==> config.mk <==
export PLATFORM = sky130hd
export DESIGN_NAME = regfile_write_arbiter
export DESIGN_NICKNAME = d
export VERILOG_FILES = /design/src/rtl/regfile_write_arbiter.sv
export SDC_FILE = /design/constraint.sdc
export NUM_CORES = 1
export LEC_CHECK = 0
export BUFFER_PORTS_ARGS = -buffer_cell sky130_fd_sc_hd__buf_2
export CAP_MARGIN = 20
export CORE_ASPECT_RATIO = 2
export CORE_UTILIZATION = 46
export DETAILED_ROUTE_END_ITERATION = 8
export GPL_TIMING_DRIVEN = 0
export PLACE_DENSITY = 0.67
export SYNTH_ARGS = -nofsm -noshare
export SYNTH_HDL_FRONTEND = slang
export SYNTH_SLANG_ARGS = --single-unit
==> constraint.sdc <==
create_clock -name clk -period 3.09 [get_ports clk]
set_input_delay 0.4635 -clock clk [delete_from_list [all_inputs] [get_ports clk]]
set_output_delay 0.4635 -clock clk [all_outputs]
set_load 0.1 [all_outputs]
==> src/rtl/regfile_write_arbiter.sv <==
// Writeback port arbiter: two requester FIFOs drained round-robin into a
// single registered register-file write port, with a per-register busy mask
// for read-after-write hazard stalls.

// One requester FIFO. It keeps a per-entry valid bit so the set of pending
// destination registers can be published without walking the pointers.
module regfile_write_arbiter_fifo #(
  parameter int AW    = 4,
  parameter int DW    = 20,
  parameter int DEPTH = 2
) (
  input  logic             clk,
  input  logic             rst_n,
  input  logic             push_valid,
  input  logic [AW-1:0]    push_addr,
  input  logic [DW-1:0]    push_data,
  output logic             ready,
  input  logic             pop,
  output logic             head_vld,
  output logic [AW-1:0]    head_addr,
  output logic [DW-1:0]    head_data,
  output logic [2**AW-1:0] busy
);
  localparam int PW = $clog2(DEPTH);
  localparam int CW = PW + 1;

  logic [DEPTH-1:0][AW-1:0] mem_addr;
  logic [DEPTH-1:0][DW-1:0] mem_data;
  logic [DEPTH-1:0]         ent_vld;
  logic [PW-1:0]            wr_ptr, rd_ptr;
  logic [CW-1:0]            count;
  logic                     push;

  // Ready looks only at the count, so a pop never feeds back into ready.
  assign ready     = (count != CW'(DEPTH));
  assign head_vld  = (count != '0);
  assign push      = push_valid && ready;
  assign head_addr = mem_addr[rd_ptr];
  assign head_data = mem_data[rd_ptr];

  // Pointer, count and entry-valid bookkeeping; reset empties the FIFO.
  always_ff @(posedge clk or negedge rst_n) begin
    if (!rst_n) begin
      wr_ptr  <= '0;
      rd_ptr  <= '0;
      count   <= '0;
      ent_vld <= '0;
    end else begin
      if (pop) begin
        rd_ptr          <= rd_ptr + 1'b1;
        ent_vld[rd_ptr] <= 1'b0;
      end
      if (push) begin
        wr_ptr          <= wr_ptr + 1'b1;
        ent_vld[wr_ptr] <= 1'b1;
      end
      count <= count + CW'(push) - CW'(pop);
    end
  end

  // Payload storage; contents are meaningless unless the entry is valid.
  always_ff @(posedge clk) begin
    if (push) begin
      mem_addr[wr_ptr] <= push_addr;
      mem_data[wr_ptr] <= push_data;
    end
  end

  // One-hot destination of every queued entry.
  always_comb begin
    busy = '0;
    for (int i = 0; i < DEPTH; i++)
      if (ent_vld[i]) busy[mem_addr[i]] = 1'b1;
  end
endmodule

module regfile_write_arbiter #(
  parameter int AW    = 4,
  parameter int DW    = 20,
  parameter int DEPTH = 2
) (
  input  logic             clk,
  input  logic             rst_n,
  input  logic             req0_valid,
  input  logic [AW-1:0]    req0_addr,
  input  logic [DW-1:0]    req0_data,
  output logic             req0_ready,
  input  logic             req1_valid,
  input  logic [AW-1:0]    req1_addr,
  input  logic [DW-1:0]    req1_data,
  output logic             req1_ready,
  output logic             regwrite,
  output logic [AW-1:0]    regaddress,
  output logic [DW-1:0]    writedata,
  output logic [2**AW-1:0] busy_mask
);
  localparam int NREQ = 2;
  localparam int NREG = 2**AW;

  logic [NREQ-1:0]           in_valid, in_ready, head_vld, pop;
  logic [NREQ-1:0][AW-1:0]   in_addr, head_addr;
  logic [NREQ-1:0][DW-1:0]   in_data, head_data;
  logic [NREQ-1:0][NREG-1:0] fifo_busy;
  logic                      last_grant;

  assign in_valid   = {req1_valid, req0_valid};
  assign in_addr    = {req1_addr, req0_addr};
  assign in_data    = {req1_data, req0_data};
  assign req0_ready = in_ready[0];
  assign req1_ready = in_ready[1];

  for (genvar g = 0; g < NREQ; g++) begin : g_req
    regfile_write_arbiter_fifo #(.AW(AW), .DW(DW), .DEPTH(DEPTH)) u_fifo (
      .clk        (clk),
      .rst_n      (rst_n),
      .push_valid (in_valid[g]),
      .push_addr  (in_addr[g]),
      .push_data  (in_data[g]),
      .ready      (in_ready[g]),
      .pop        (pop[g]),
      .head_vld   (head_vld[g]),
      .head_addr  (head_addr[g]),
      .head_data  (head_data[g]),
      .busy       (fifo_busy[g])
    );
  end

  // Grant: a lone non-empty FIFO always wins; on a tie, the one not granted
  // at the previous tie wins.
  always_comb begin
    pop = '0;
    if (head_vld[0] && (!head_vld[1] || last_grant)) pop[0] = 1'b1;
    else if (head_vld[1])                            pop[1] = 1'b1;
  end

  // Tie history only moves on ties; reset leaves req0 winning the first tie.
  always_ff @(posedge clk or negedge rst_n) begin
    if (!rst_n)             last_grant <= 1'b1;
    else if (&head_vld)     last_grant <= pop[1];
  end

  // Registered write port; address and data hold while idle.
  always_ff @(posedge clk or negedge rst_n) begin
    if (!rst_n) begin
      regwrite   <= 1'b0;
      regaddress <= '0;
      writedata  <= '0;
    end else begin
      regwrite <= |pop;
      if (pop[0]) begin
        regaddress <= head_addr[0];
        writedata  <= head_data[0];
      end else if (pop[1]) begin
        regaddress <= head_addr[1];
        writedata  <= head_data[1];
      end
    end
  end

  // Pending registers: everything queued plus whatever is on the port.
  always_comb begin
    busy_mask = fifo_busy[0] | fifo_busy[1];
    if (regwrite) busy_mask[regaddress] = 1'b1;
  end
endmodule

==> run summary <==
Outcome
- **status** completed

Clock network
- **Hold Buf Count CTS** 0
- **clock transition time at the flip-flop clock pins of the worst setup and hold paths** 0.05 ns
- **clock root buffer master** clkbuf_16
- **total clock buffers created by CTS** 25
- **H-tree levels** 4
- **Post-CTS Resized** 0
- **setup repair bufs after CTS** 0
- **largest buffer count on any clock path** 3
- **insertion delay to the later sink of the worst-skew pair** 0.46 ns
- **Clock Sinks** 134
- **clock tree from TritonCTS** yes

STA
- **count of final setup violators** 0
- **Setup Skew** 0.0156 ns
- **Highest Clock Rate** 0.352 GHz
- **total negative slack for setup checks** 0 ns
- **Final Max Tran Viols** 0
- **actual slew at the worst max-slew pin** 0.925 ns
- **Final Hold Vio Count** 0
- **Period Utilization, post-route** 91.9%
- **worst-case headroom to the max-slew limit** 38.2%
- **final worst path period need** 2.84 ns
- **setup repair after global routing missed its margin** false

Yosys
- **library cells used by synthesis** 45
- **Mapped Cells** 471
- **Seq/Total Area, Yosys** 62.6%
- **top post-synthesis cells by area** edfxtp_1 47%, dfrtp_1 15%, nor3_1 4.6%
- **post-synthesis net count** 526
- **most instantiated flip-flop cell in the synthesis netlist** edfxtp_1
- **Synth top area share** 47.0%
- **EDFF count, synth** 96
- **cell type contributing the most total cell area after synthesis** edfxtp_1
- **synthesized area per cell** 13.0 um2
- **combined area of all synthesized cells** 6130 um2
- **share of flip-flops with an asynchronous set or reset** 28.4%
- **number of synthesis warnings** 0
- **flop and latch count out of synthesis** 134

Floorplan
- **Horiz. Die Dim** 83.6 um
- **Chip Height** 165 um
- **area of the core** 13000 um2
- **top-level I/O count** 95
- **site row count** 59
- **Starting Density** 47.2%
- **Die Footprint** 13800 um2

GRT
- **antenna violations before repair** 0
- **GRT overflow** 0
- **first-pass GRT wire length** 26000 um
- **via count of the first global-routing pass** 4869
- **Overall Global Routing Usage** 25.3%
- **largest net degree at the start of global routing** 39

Drt
- **average wire length per cell after detail routing** 22.6 um
- **detail-routed via count per cell** 6.11
- **count of antenna-violating nets left after detailed routing** 0
- **number of DRC markers after the initial detailed-route iteration** 413
- **final routed DRC violation total** 0
- **total iterations of the first detailed-routing run** 5
- **total wire length** 17100 um
- **via count** 4610

Critical path
- **required time of the critical path** 2.63 ns
- **launch point of the critical path** g_req[1].u_fifo.mem_addr[0]
- **data arrival at the endpoint of the critical path** 2.38 ns
- **Setup Crit Path Kind** flip-flop to output port
- **worst-case reg-to-reg path depth** 6
- **maximum fanout count along the critical path** 8
- **end of the worst register-to-register path** g_req[1].u_fifo.mem_data[3]
- **Worst R2R Start** g_req[1].u_fifo.count[1]
- **slack of the worst reg-to-reg path** 0.79 ns
- **capturing element of the worst setup path** busy_mask[0]
- **launching element type of the critical path** flip-flop
- **critical path endpoint category** output port

Place
- **half-perimeter wire length after detailed placement** 12500 um
- **Final Wtd Congestion** 0.956
- **Buffers on Ports** 94

Finish
- **Fillers** 1076
- **share of cells above drive strength 1** 30.1%
- **Net count, final** 651
- **number of inserted diodes** 0
- **area growth from synthesis to final layout** 23.1%

Flow run
- **maximum capacitance violations** 0

Worst hold path
- **type of the worst min-delay path** input port to asynchronous set/reset pin

worst min path at each step:
stage | cells after the start | slack (ns) | endpoint | startpoint
final | 1 | 0.14 | writedata[0] | rst_n
after global routing | 1 | 0.18 | g_req[1].u_fifo.mem_data[37] | req1_data[17]
after global placement | 1 | 0.50 | g_req[0].u_fifo.count[1] | g_req[0].u_fifo.count[1]
after detailed placement | 1 | 0.53 | g_req[0].u_fifo.count[1] | g_req[0].u_fifo.count[1]
after floorplan | 0 | 0.17 | g_req[0].u_fifo.count[0] | rst_n
after CTS | 1 | 0.16 | writedata[17] | rst_n
sequential cells by signal, indices dropped and copies added (netlist names), 2 cells and up:
signal                 count
g_req.u_fifo.wr_ptr        2
g_req.u_fifo.ent_vld       4
g_req.u_fifo.count         4
g_req.u_fifo.mem_data     80
regaddress                 4
writedata                 20
g_req.u_fifo.mem_addr     16
g_req.u_fifo.rd_ptr        2
final cells by class:
| class | instances | area [um2] | area share [%] |
|---|---|---|---|
| multi-input cells | 297 | 2090 | 27.8 |
| plain buffers | 32 | 175 | 2.32 |
| inverters | 8 | 30.0 | 0.398 |
| flip-flops and latches | 134 | 3830 | 50.8 |
| clock inverters | 6 | 31.3 | 0.415 |
| repair buffers | 98 | 556 | 7.36 |
| clock buffers | 27 | 633 | 8.39 |
| well taps | 152 | 190 | 2.52 |
cells in the final DEF (no fill, tap or decap), drive strengths merged, types with 19 or more instances in the layout:
cell	netlist	routed
dfrtp	37	37
o22ai	19	19
clkbuf	10	37
a211o	24	24
buf	22	120
edfxtp	96	96
nor2	20	20
mux2i	24	24
a211oi	25	25
mux2	23	23
nor3	56	56
routing by layer:
metal	up-vias	track usage, %	part of all wire (%)
met3	73	4.87	4.5
met5	-	0	0
met4	0	18.1	6.4
met2	209	48.6	57
met1	2254	23.4	32
li1	2074	-	-
worst max-delay path, cell delays in order, from the launching register on:
cell and delay, ns:
edfxtp_1 0.54, nor3b_1 0.63, a22oi_1 0.17, nand4_1 0.14
buf_2 0.43
cells in the mapped netlist, drive strengths merged (10+ instances only):
master / instances
mux2i: 24
a211oi: 25
nand3b: 11
o22ai: 19
nand2b: 16
nor3: 56
dfrtp: 37
edfxtp: 96
mux2: 23
buf: 22
clkbuf: 10
nor2: 20
nand3: 12
a211o: 24
through the flow:
stage                     util (%)  hold slack, ns  worst slack, ns  cells  cell area, um2
after detailed placement      52.7           0.534            0.692    720            6850
final                         58.1           0.145            0.250    754            7540
after global placement        52.3           0.498            0.191    717            6790
after global routing          58.1           0.181            0.130    754            7540
after floorplan                  -           0.168           0.0490    471            6130
after CTS                     57.9           0.159            0.285    753            7520
logic make-up (layout without fill, tap and decap cells):
family / count (synthesis) / in the layout / synth area share, %
mux: 47 / 47 / 8.14
compound gates: 83 / 83 / 10.2
simple gates: 156 / 156 / 14.0
flops: 134 / 134 / 62.6
buf+inv: 40 / 171 / 3.35
fa+ha+maj: 3 / 3 / 0.612
xor+xnor: 8 / 8 / 1.14
Power is left out: the tool's default activity adds up to more than one toggle a clock period on the data nets, which glitch-free logic cannot reach.
